### config.mk
export PLATFORM = sky130hd
export DESIGN_NAME = joy_dir_filter_flat
export DESIGN_NICKNAME = d
export VERILOG_FILES = /design/src/rtl/joy_pkg.sv /design/src/rtl/joy_dir_filter_if.sv /design/src/rtl/joy_dir_chan.sv /design/src/rtl/joy_dir_filter.sv /design/src/flat_wrapper.sv
export SDC_FILE = /design/constraint.sdc
export NUM_CORES = 1
export LEC_CHECK = 0
export BUFFER_PORTS_ARGS = -buffer_cell sky130_fd_sc_hd__buf_2
export CAP_MARGIN = 20
export CORE_MARGIN = 5
export CORE_UTILIZATION = 40
export CTS_CLUSTER_DIAMETER = 50
export DETAILED_ROUTE_END_ITERATION = 10
export SLEW_MARGIN = 20
export SYNTH_ARGS = -nofsm -noshare
export SYNTH_HDL_FRONTEND = slang
export SYNTH_SLANG_ARGS = --single-unit
### constraint.sdc
create_clock -name clk -period 2.2 [get_ports clk]
set_clock_uncertainty 0.2 [all_clocks]
set_input_delay 0.11 -clock clk [delete_from_list [all_inputs] [get_ports clk]]
set_output_delay 0.11 -clock clk [all_outputs]
set_load 0.005 [all_outputs]
### src/rtl/joy_pkg.sv
// Shared types and helpers for the joystick direction filter.
// Holds the filter mode enum, direction bit indices, the 4-bit direction
// type, and the priority / SOCD helper functions used by every channel.
package joy_pkg;

    // Filter mode applied to every non-bypassed player
    typedef enum logic [1:0] {
        MODE_PASS  = 2'd0,
        MODE_LAST  = 2'd1,
        MODE_FIRST = 2'd2,
        MODE_SOCD  = 2'd3
    } joy_mode_e;

    localparam int unsigned DIR_W     = 4;
    localparam int unsigned DIR_UP    = 3;
    localparam int unsigned DIR_DOWN  = 2;
    localparam int unsigned DIR_LEFT  = 1;
    localparam int unsigned DIR_RIGHT = 0;

    // {up, down, left, right}
    typedef logic [DIR_W-1:0] joy_dir_t;

    // One-hot of the highest-priority set bit (up > down > left > right), or zero
    function automatic joy_dir_t prio_onehot(input joy_dir_t d);
        joy_dir_t r;
        r = '0;
        if (d[DIR_UP])
            r[DIR_UP] = 1'b1;
        else if (d[DIR_DOWN])
            r[DIR_DOWN] = 1'b1;
        else if (d[DIR_LEFT])
            r[DIR_LEFT] = 1'b1;
        else if (d[DIR_RIGHT])
            r[DIR_RIGHT] = 1'b1;
        return r;
    endfunction

    // Opposing directions held together cancel; diagonals pass unchanged
    function automatic joy_dir_t socd_filter(input joy_dir_t d);
        joy_dir_t r;
        r = d;
        if (d[DIR_UP] && d[DIR_DOWN]) begin
            r[DIR_UP]   = 1'b0;
            r[DIR_DOWN] = 1'b0;
        end
        if (d[DIR_LEFT] && d[DIR_RIGHT]) begin
            r[DIR_LEFT]  = 1'b0;
            r[DIR_RIGHT] = 1'b0;
        end
        return r;
    endfunction

endpackage

### src/rtl/joy_dir_filter_if.sv
// Bus bundle for joy_dir_filter.
//   joy_in  [4*NUM_PLAYERS] raw directions, player p at [4p+3:4p]
//   mode    [2]             filter mode for all players
//   dis     [NUM_PLAYERS]   per-player bypass (forces pass-through)
//   joy_out [4*NUM_PLAYERS] filtered directions, same layout as joy_in
//   chg     [NUM_PLAYERS]   one-cycle pulse when a player's joy_out changes
interface joy_dir_filter_if #(
    parameter int unsigned NUM_PLAYERS = 2
);
    logic [4*NUM_PLAYERS-1:0] joy_in;
    logic [1:0]               mode;
    logic [NUM_PLAYERS-1:0]   dis;
    logic [4*NUM_PLAYERS-1:0] joy_out;
    logic [NUM_PLAYERS-1:0]   chg;

    modport master (
        output joy_in, mode, dis,
        input  joy_out, chg
    );

    modport slave (
        input  joy_in, mode, dis,
        output joy_out, chg
    );
endinterface

### src/rtl/joy_dir_chan.sv
// One joystick channel: synchroniser, debouncer and direction filter.
//   clk      sole clock
//   reset_n  synchronous active-low reset
//   joy_in   raw {up,down,left,right}, asynchronous
//   mode     filter mode (PASS/LAST/FIRST/SOCD), quasi-static
//   dis      bypass, forces pass-through
//   joy_out  filtered directions, registered
//   chg      registered pulse when joy_out changes
module joy_dir_chan
    import joy_pkg::*;
#(
    parameter int unsigned DEB_LEN = 4
) (
    input  logic     clk,
    input  logic     reset_n,
    input  joy_dir_t joy_in,
    input  logic [1:0] mode,
    input  logic     dis,
    output joy_dir_t joy_out,
    output logic     chg
);

    localparam int unsigned CNT_W    = 8;
    localparam logic [CNT_W-1:0] CNT_LAST = CNT_W'(DEB_LEN - 1);
    localparam joy_dir_t MASK_ALL    = 4'b1111;

    joy_dir_t         s1, s2, s3;
    joy_dir_t         deb, deb_prev;
    joy_dir_t         mask;
    logic [CNT_W-1:0] cnt;
    joy_mode_e        mode_q;

    joy_dir_t         deb_nxt, mask_nxt, out_nxt, new_press, mask_eff;
    logic [CNT_W-1:0] cnt_nxt;
    logic             chg_nxt, mode_chg;
    joy_mode_e        mode_cur;

    // Debounce, mask update and output selection
    always_comb begin
        deb_nxt   = deb;
        cnt_nxt   = cnt;
        mask_nxt  = mask;
        out_nxt   = joy_out;
        mode_cur  = joy_mode_e'(mode);
        mode_chg  = (mode_cur != mode_q);
        new_press = deb & ~deb_prev;
        // A mode change or bypass makes the current mask irrelevant immediately
        mask_eff  = (dis || mode_chg) ? MASK_ALL : mask;

        // Accept s2 only after DEB_LEN consecutive stable cycles differing from deb
        if ((s2 != s3) || (s2 == deb)) begin
            cnt_nxt = '0;
        end else if (cnt == CNT_LAST) begin
            deb_nxt = s2;
            cnt_nxt = '0;
        end else begin
            cnt_nxt = cnt + CNT_W'(1);
        end

        if (dis || (mode_cur == MODE_PASS)) begin
            out_nxt  = deb;
            mask_nxt = MASK_ALL;
        end else if (mode_cur == MODE_SOCD) begin
            out_nxt  = socd_filter(deb);
            mask_nxt = MASK_ALL;
        end else begin
            // Output follows the mask in force this cycle; a freshly chosen mask shows next cycle
            out_nxt = (mask_eff == MASK_ALL) ? prio_onehot(deb) : (deb & mask_eff);
            if (mode_chg) begin
                mask_nxt = MASK_ALL;
            end else if ((new_press != '0) &&
                         ((mask_eff == MASK_ALL) || (mode_cur == MODE_LAST))) begin
                mask_nxt = prio_onehot(new_press);
            end else if ((mask_eff != MASK_ALL) && ((deb & mask_eff) == '0)) begin
                mask_nxt = MASK_ALL;
            end else begin
                mask_nxt = mask_eff;
            end
        end

        chg_nxt = (out_nxt != joy_out);
    end

    // State and registered outputs
    always_ff @(posedge clk) begin
        if (!reset_n) begin
            s1       <= '0;
            s2       <= '0;
            s3       <= '0;
            deb      <= '0;
            deb_prev <= '0;
            cnt      <= '0;
            mask     <= MASK_ALL;
            mode_q   <= MODE_PASS;
            joy_out  <= '0;
            chg      <= 1'b0;
        end else begin
            s1       <= joy_in;
            s2       <= s1;
            s3       <= s2;
            deb      <= deb_nxt;
            deb_prev <= deb;
            cnt      <= cnt_nxt;
            mask     <= mask_nxt;
            mode_q   <= mode_cur;
            joy_out  <= out_nxt;
            chg      <= chg_nxt;
        end
    end

endmodule

### src/rtl/joy_dir_filter.sv
// Multi-player joystick direction filter; one joy_dir_chan per player.
//   clk      sole clock
//   reset_n  synchronous active-low reset
//   bus      joy_dir_filter_if.slave: joy_in, mode, dis in; joy_out, chg out
module joy_dir_filter
    import joy_pkg::*;
#(
    parameter int unsigned NUM_PLAYERS = 2,
    parameter int unsigned DEB_LEN     = 4
) (
    input  logic               clk,
    input  logic               reset_n,
    joy_dir_filter_if.slave    bus
);

    // Slice the buses per player
    for (genvar p = 0; p < int'(NUM_PLAYERS); p++) begin : g_chan
        joy_dir_chan #(
            .DEB_LEN (DEB_LEN)
        ) u_chan (
            .clk     (clk),
            .reset_n (reset_n),
            .joy_in  (bus.joy_in[DIR_W*p +: DIR_W]),
            .mode    (bus.mode),
            .dis     (bus.dis[p]),
            .joy_out (bus.joy_out[DIR_W*p +: DIR_W]),
            .chg     (bus.chg[p])
        );
    end

endmodule

### src/flat_wrapper.sv
// flat-port wrapper written by rule: the top's interface ports become plain ports
module joy_dir_filter_flat import joy_pkg::*;
#(
    parameter int unsigned NUM_PLAYERS = 2,
    parameter int unsigned DEB_LEN     = 4
)
  (clk, reset_n, bus_joy_in, bus_mode, bus_dis, bus_joy_out, bus_chg);
  joy_dir_filter_if #(.NUM_PLAYERS(NUM_PLAYERS)) bus_i ();
  input  logic clk;
  input  logic reset_n;
  input wire logic [$bits(bus_i.joy_in)-1:0] bus_joy_in;
  input wire logic [$bits(bus_i.mode)-1:0] bus_mode;
  input wire logic [$bits(bus_i.dis)-1:0] bus_dis;
  output wire logic [$bits(bus_i.joy_out)-1:0] bus_joy_out;
  output wire logic [$bits(bus_i.chg)-1:0] bus_chg;
  assign bus_i.joy_in = bus_joy_in;
  assign bus_i.mode = bus_mode;
  assign bus_i.dis = bus_dis;
  assign bus_joy_out = bus_i.joy_out;
  assign bus_chg = bus_i.chg;
  joy_dir_filter #(.NUM_PLAYERS(NUM_PLAYERS), .DEB_LEN(DEB_LEN)) u_core (.clk(clk), .reset_n(reset_n), .bus(bus_i));
endmodule
### After elaboration in Yosys (flattened, before gate mapping)

Index checks and enable logic that the tools add are counted.

| word-level totals | value |
|---|---|
| bits in registers | 76 |
| logic and storage cells | 116 |
| bits of input ports | 14 |

| operators by class | value |
|---|---|
| bitwise logic cells | 9 |
| muxes and demuxes | 44 |
| reductions and logical operators | 27 |
| equal/unequal tests | 15 |
| add/subtract/negate cells | 2 |

Operators with widths:

| operator | count |
|---|---|
| 2-to-1 mux 4 bit | 12 |
| 2-to-1 mux 1 bit | 20 |
| adder 8 x 1 -> 8 bit (second input constant) | 2 |
| bitwise AND 4 bit | 4 |
| equality test 8 x 2 -> 1 bit (second input constant) | 2 |
| 2-to-1 mux 2 bit | 8 |
| inequality test 4 bit | 4 |
| 2-to-1 mux 3 bit | 4 |
| equality test 4 bit | 2 |
| equality test 4 bit (second input constant) | 2 |
| logical AND 1 bit | 8 |
| zero test 4 bit | 2 |
| logical OR 1 bit | 8 |
| inequality test 4 bit (second input constant) | 2 |
| inverter 4 bit | 2 |
| nonzero test 4 bit | 2 |
| OR reduction 4 bit | 2 |
| OR reduction 3 bit | 2 |
| AND reduction 2 bit | 2 |
| inverter 1 bit | 3 |
| equality test 2 x 1 -> 1 bit (second input constant) | 1 |
| equality test 2 bit (second input constant) | 1 |
| zero test 2 bit | 1 |
| inequality test 2 bit | 1 |

### Depth between registers and ports, before layout

Gate-level depths: netlist of the first run.

| depth | value |
|---|---|
| depth in word-level cells | 8 |
| mapped depth | 7 |
| mapped depth without buffers | 6 |

### Hierarchy

Synthesis of the first run repeated with hierarchy kept, for this count alone.

| second synthesis, totals | value |
|---|---|
| cell total of the unflattened synthesis | 405 |
| area total of the unflattened synthesis | 3,716.1 sq um |

Modules (own cells, without submodules):

| module | area an instance (sq um) | times used | cells an instance |
|---|---|---|---|
| joy_dir_chan (u_core.g_chan[1].u_chan) | 1,961.9 | 1 | 213 |
| joy_dir_chan (u_core.g_chan[0].u_chan) | 1,754.2 | 1 | 192 |

### Worst setup path after synthesis of the first run

Ideal clock, no wire load.

| timing path | value |
|---|---|
| path type | reg-to-reg |
| start | register u_core.g_chan[0].u_chan.mode_q[1] (netlist name) |
| end | register u_core.g_chan[1].u_chan.chg |
| setup slack | -0.007 ns |
| library setup time | 0.125 ns |
| arrival time | 1.882 ns |
| cell stages (with the launch flop) | 8 |
| period minus slack after synthesis | 2.207 ns |
| buffers on the path | 1 |
| cells stage by stage | dfxtp_1 -> buf_6 -> or4b_2 -> o21ai_1 -> a22oi_1 -> mux2i_1 -> a211o_1 -> o41a_1 |

RTL lines:

| item | line | source |
|---|---|---|
| end signal: assignment | joy_dir_chan.sv:107 | `chg <= chg_nxt;` |
| end: declaration | joy_dir_chan.sv:20 | `output logic chg` |

==> results of run 1 <==
==> metal layers <==
layer	wire length [um]	share of wire, %
met1	3630	50
met2	3220	44
met3	303	4.2
met4	126	1.7
met5	0	0
==> state kept, by name (all words and copies together), names as in the netlist <==
signal / flops
u_core.g_chan.u_chan.chg: 2
u_core.g_chan.u_chan.cnt: 16
u_core.g_chan.u_chan.deb: 8
u_core.g_chan.u_chan.deb_prev: 8
u_core.g_chan.u_chan.joy_out: 8
u_core.g_chan.u_chan.mask: 8
u_core.g_chan.u_chan.mode_q: 2
u_core.g_chan.u_chan.s1: 8
u_core.g_chan.u_chan.s2: 8
u_core.g_chan.u_chan.s3: 8
==> report_power, final <==
part	switching [uW]	internal [uW]	total, uW
clock network	501	461	962
registers	17.9	1400	1410
logic	91.1	86.3	177
==> tightest hold or removal path, delay by kind of cell <==
family	cells	cell delay [ns]
buf+inv	1	0.20
compound gates	2	0.37
==> area by class of cell <==
class / count / area [sq um] / area share, %
clock inverter: 4 / 25.0 / 0.599
inverter: 3 / 11.3 / 0.269
tap: 108 / 135 / 3.23
timing repair buffer: 51 / 370 / 8.86
sequential: 76 / 1530 / 36.6
multi-input combinational: 281 / 1960 / 46.8
clock buffer: 11 / 151 / 3.62
==> layout by cell type, fill, tap and decap left out, types with 4 or more instances in the layout <==
cell type,n
a21oi_1,6
a31oi_1,5
and2_1,36
and3_1,9
buf_2,23
buf_4,14
clkbuf_8,11
dfxtp_1,72
dlygate4sd3_1,13
mux2i_1,10
nand2_1,22
nand2b_1,7
nand3_1,20
nand4_1,4
nor2_1,26
nor2b_1,18
nor3b_1,6
o211ai_1,4
o21ai_0,17
xnor2_1,24
xor2_1,12
==> metrics by stage <==
| step | hold WS (ns) | TNS, ns |
|---|---|---|
| floorplan | 0.0309 | 0 |
| global placement | 0.114 | 0 |
| detailed placement | 0.119 | 0 |
| CTS | 0.155 | 0 |
| global route | 0.197 | -0.0907 |
| finish | 0.174 | 0 |
==> what timing repair did <==
item | in CTS | in global routing
hold buffers | 13 | 0
resized for setup | 0 | 16
setup endpoints to repair | 0 | 4
setup buffers | 0 | 2
hold endpoints to repair | 23 | 0
==> worst min path at each step <==
stage / from / endpoint / slack (ns) / depth (start not counted)
finish: bus_mode[1] / u_core.g_chan[1].u_chan.joy_out[3]$_SDFF_PN0_ / 0.17 / 3
global route: bus_mode[1] / u_core.g_chan[1].u_chan.joy_out[3]$_SDFF_PN0_ / 0.20 / 3
CTS: bus_mode[0] / u_core.g_chan[1].u_chan.joy_out[3]$_SDFF_PN0_ / 0.16 / 3
detailed placement: bus_joy_in[6] / u_core.g_chan[1].u_chan.s1[2]$_SDFF_PN0_ / 0.12 / 2
global placement: bus_joy_in[6] / u_core.g_chan[1].u_chan.s1[2]$_SDFF_PN0_ / 0.11 / 2
floorplan: bus_dis[1] / u_core.g_chan[1].u_chan.mask[0]$_SDFF_PP1_ / 0.03 / 2
==> cells by family (layout without fill, tap and decap cells) <==
family	count (synthesis)	after routing	synth area share [%]
compound gates	65	65	13.7
xor+xnor	39	39	9.68
fa+ha+maj	2	2	0.709
buf+inv	23	69	3.54
flops	76	76	43.1
mux	11	11	3.12
simple gates	164	164	26.2
==> summary.md, run 1 <==
* **number of global-route vias before repair** 2605
* **top-level I/O count** 24
* **Remaining DRCs** 0
* **Worst Path Required** 2.22 ns
* **leakage power of the design** 0.00152 uW
* **Tightest Pin Transition** 0.756 ns
* **sequential area share after synthesis** 43.1%
* **Vias** 2794
* **Post-synth EDFFs** 0
* **maximum net fanout on the critical path** 6
* **most heavily used metal layer in global routing** met2
* **flops & latches, synth** 76
* **Num CTS Buffers** 9
* **Core Area** 8680 sq um
* **worst setup path start** u_core.g_chan[0].u_chan.mode_q[1]$_SDFF_PN0_
* **shortest clock period the worst path allows after layout** 2.17 ns
* **CP Capture Point** u_core.g_chan[1].u_chan.chg$_SDFF_PN0_
* **placed wire-length estimate after detailed placement** 4950 um
* **pin count of the biggest net entering global routing** 44
* **cell area after placement** 3780 sq um
* **maximum single-stage delay on the critical path** 0.42 ns
* **post-placement worst setup slack** 0.0553 ns
* **sinks on the clock net** 76
* **number of cells traversed by the worst register-to-register path** 6
* **synth-to-layout area growth** 18.4%
* **height of the die** 104 um
* **Reg-to-Reg End** u_core.g_chan[1].u_chan.chg$_SDFF_PN0_
* **DP Cell Count** 504
* **chip width** 104 um
* **GR Layer Usage met1** 19.2%
* **Achievable Freq** 0.461 GHz
* **headroom to the max-slew limit** 49.0%
* **cell family with most CP delay** compound AO/OA/AOI/OAI gates
* **H-tree lvl count** 3
* **fin worst setup slack** 0.0315 ns
* **wire length of the first global-routing pass** 12600 um
* **unrepaired setup endpoints after global routing** true
* **post-synthesis cell area** 3530 sq um
* **logic depth of the worst setup path including buffers** 6
* **Mean Syn Cell Area** 9.29 sq um
* **Max Cap Viol** 0
* **total of buffers placed on input and output ports** 23
* **post-synth net total** 396
* **GRT met2 Usage** 21.1%
* **final clock period utilization by the worst path** 98.6%
* **Non-Filler Instances** 534
* **GR met3 Demand/Resource** 3.66%
* **top cell type's share of synthesized area** 43.1%
* **Net count, final** 438
* **worst reg-to-reg setup slack** 0.03 ns
* **top cells by area, synth** dfxtp_1 (43%), xnor2_1 (6.5%), and2_1 (6.4%)
* **Longest Clk Path Bufs** 2
* **most instantiated library cell after synthesis** dfxtp_1
* **type of origin of the critical path** flip-flop
* **share of cells above drive strength 1** 18.3%
* **commonest register cell after synthesis** dfxtp_1
* **sort of element at the end of the critical path** flip-flop
* **Synth Instances** 380
* **Crit Path Category** flip-flop to flip-flop
* **count of unique library cells instantiated by Yosys** 61
* **global route total overflow** 0
* **worst ir drop on vdd** 0.397 mV
* **area leader, netlist** dfxtp_1
* **post-DR vias/cell** 5.23
* **number of filler instances in the final layout** 836
* **slowest cell on the critical path** o41a_1
* **FFs w/ async S/R, synth** 0%
* **CTS tree** done
* **router iterations before antenna repair** 6
* **CP cell instances** xor2_1 -> nor3_4 -> and3_1 -> a2bb2oi_2 -> mux2i_1 -> o41a_1
* **Hold Vio Cnt, Final** 0
* **launch point of the worst reg-to-reg path** u_core.g_chan[0].u_chan.mode_q[1]$_SDFF_PN0_
* **clock-pin slew reported for the worst setup and hold paths after clock tree synthesis** 0.08 ns
* **detail-routed net length per standard cell** 13.6 um
* **post-detailed-routing wire length** 7280 um
* **top post-synthesis cells by count** dfxtp_1 (76), and2_1 (36), nor2_1 (26), xnor2_1 (26), nand2_1 (22)
* **count of synthesis-stage warnings from yosys** 0
* **post-layout util** 48.2%
* **post-route antenna net violation count** 0
* **post-route design area** 4180 sq um
* **number of endpoints failing setup at the final stage** 0
* **first-iteration detailed-routing DRC count** 99
* **Cell Rows** 34
* **Hold/Removal Path Class** primary input to flip-flop
* **root buffer cell** clkbuf_8
* **final number of max-transition violations** 0
* **number of antenna violations at the first check in global routing** 0
* **overall track demand over capacity in global routing** 14.0%
* **P per Cell Area** 611 nW/um^2
* **weighted congestion at the end of routability-driven global placement** 0.863
* **crit path buf inv count** 0
* **Starting Density** 40.7%
* **Worst-Skew Late Latency** 0.34 ns
* **outcome** complete, no violations
* **endpoint arrival time on the critical path** 2.19 ns
* **Antenna Cells** 0
* **total power consumption of the routed design** 2550 uW
* **overall die area** 10800 sq um
No activity file was read; power rests on OpenSTA's default activity.
==> inputs of run 2 (changes only) <==
Settings changed: BUFFER_PORTS_ARGS -buffer_cell sky130_fd_sc_hd__buf_2 to unset, CORE_UTILIZATION 40 to 55, DONT_BUFFER_PORTS set to 1, PLACE_DENSITY set to 0.73.
==> summary.md, run 2 (same netlist as run 1, synthesis figures left out) <==
* **setup TNS** 0 ns
* **detail-routed net length per standard cell** 14.5 um
* **maximum net fanout on the critical path** 6
* **cell family with most CP delay** compound AO/OA/AOI/OAI gates
* **commonest non-fill, non-tap cells in the layout** dfxtp_1 (74), and2_1 (36), nor2_1 (26), xnor2_1 (25), nand2_1 (22)
* **Worst-Skew Late Latency** 0.35 ns
* **CTS tree** done
* **final number of max-transition violations** 0
* **H-tree lvl count** 3
* **total of buffers placed on input and output ports** 0
* **Hold/Removal Path Class** primary input to flip-flop
* **Num CTS Buffers** 9
* **pin count of the biggest net entering global routing** 52
* **synth-to-layout area growth** 15.8%
* **outcome** finished, violations left
* **Hold Vio Cnt, Final** 1
* **number of global-route vias before repair** 2621
* **Antenna Cells** 0
* **post-route antenna net violation count** 0
* **worst ir drop on vdd** 0.621 mV
* **type of origin of the critical path** flip-flop
* **Remaining DRCs** 0
* **chip width** 90.1 um
* **Achievable Freq** 0.466 GHz
* **shortest clock period the worst path allows after layout** 2.15 ns
* **Core Area** 6310 sq um
* **router iterations before antenna repair** 5
* **post-DR vias/cell** 5.63
* **P per Cell Area** 686 nW/um^2
* **Worst Path Required** 2.24 ns
* **Max Cap Viol** 0
* **first-iteration detailed-routing DRC count** 161
* **global route total overflow** 0
* **Net count, final** 417
* **slowest cell on the critical path** or4b_4
* **hold slack** -0.00282 ns
* **CP cell instances** or4b_4 -> o21ai_2 -> a22oi_2 -> mux2i_1 -> a211o_1 -> o41a_1
* **post-detailed-routing wire length** 6980 um
* **wire length of the first global-routing pass** 12000 um
* **number of endpoints failing setup at the final stage** 0
* **maximum single-stage delay on the critical path** 0.48 ns
* **most common cell after layout, fill and taps aside** dfxtp_1
* **crit path buf inv count** 0
* **max reg flops** 16
* **Tightest Pin Transition** 0.453 ns
* **sort of element at the end of the critical path** flip-flop
* **number of antenna violations at the first check in global routing** 0
* **height of the die** 90.1 um
* **post-layout util** 64.8%
* **Vias** 2717
* **share of cells above drive strength 1** 12.6%
* **clock-pin slew reported for the worst setup and hold paths after clock tree synthesis** 0.08 ns
* **Starting Density** 55.9%
* **overall track demand over capacity in global routing** 17.8%
* **final clock period utilization by the worst path** 97.5%
* **Non-Filler Instances** 483
* **DP Cell Count** 445
* **Longest Clk Path Bufs** 2
* **leakage power of the design** 0.00145 uW
* **top-level I/O count** 24
* **weighted congestion at the end of routability-driven global placement** 0.934
* **overall die area** 8120 sq um
* **register ranked first by flip-flop count** u_core.g_chan.u_chan.cnt
* **placed wire-length estimate after detailed placement** 4490 um
* **Crit Path Category** flip-flop to flip-flop
* **headroom to the max-slew limit** 69.5%
* **Cell Rows** 29
* **endpoint arrival time on the critical path** 2.18 ns
* **violated checks** negative hold slack
* **root buffer cell** clkbuf_8
* **sinks on the clock net** 76
run 2: changes by cell type in the layout (fill, tap and decap cells not counted), sizes merged:
cell	before	now
clkinv	2	0
buf	38	12
bufinv	0	2
dlygate4sd3	13	18
clkinvlp	2	1
clkbuf	11	13
run 2: final cells by class:
class,count,area (sq um)
fillers,519,2220
multi-input cells,281,1930
flip-flops and latches,76,1530
repair buffers,30,283
clock buffers,13,169
well taps,77,96.3
clock inverters,3,67.6
inverters,3,11.3
run 2: report_power, final:
group	internal, uW	switching [uW]	leakage (uW)	total, uW
logic	81.4	78.6	0.000714	160
registers	1400	17.9	0.000618	1410
clock network	733	499	0.000116	1230
total	2210	596	0.00145	2810
run 2: routing by layer:
layer / wire [um] / vias up / track usage, %
met4: 168 / 0 / 9.55
met2: 3260 / 102 / 27.1
li1: - / 1358 / -
met1: 3060 / 1236 / 23.4
met5: 0 / - / 0
met3: 493 / 21 / 3.92
run 2: final timing paths:
| path | start | end | slack, ns | cells after the start |
|---|---|---|---|---|
| min reg2reg | u_core.g_chan[1].u_chan.s1[1]$_SDFF_PN0_ | u_core.g_chan[1].u_chan.s2[1]$_SDFF_PN0_ | 0.23 | 1 |
| min | bus_dis[1] | u_core.g_chan[1].u_chan.joy_out[3]$_SDFF_PN0_ | -0.003 | 3 |
| max | u_core.g_chan[0].u_chan.mode_q[0]$_SDFF_PN0_ | u_core.g_chan[1].u_chan.chg$_SDFF_PN0_ | 0.05 | 6 |
| max reg2reg | u_core.g_chan[0].u_chan.mode_q[0]$_SDFF_PN0_ | u_core.g_chan[1].u_chan.chg$_SDFF_PN0_ | 0.05 | 6 |
run 2: through the flow:
step | cell area [sq um] | worst slack (ns) | hold slack (ns) | power, uW
2_1_floorplan | 3530 | 0.0927 | 0.0309 | 1540
3_3_place_gp | 3580 | 0.0200 | 0.0357 | 1550
3_5_place_dp | 3580 | -0.0260 | 0.0379 | 1550
4_1_cts | 4000 | 0.0170 | 0.000127 | 2820
5_1_grt | 4090 | -0.0335 | 0.0140 | 2930
6_report | 4090 | 0.0547 | -0.00282 | 2810
run 2: repair_timing:
item                                    4_1_cts  5_1_grt
pin swaps                                     0        4
gates resized for setup                       1       13
endpoints found under the setup margin        1        4
hold buffers                                 18        1
hold endpoints to repair                     76        1
setup buffers                                 0        3
run 2: tightest hold or removal path, delay by kind of cell:
kind | cells | cell delay [ns]
and+or+nand+nor | 1 | 0.03
AOI/OAI and AO/OA | 2 | 0.37
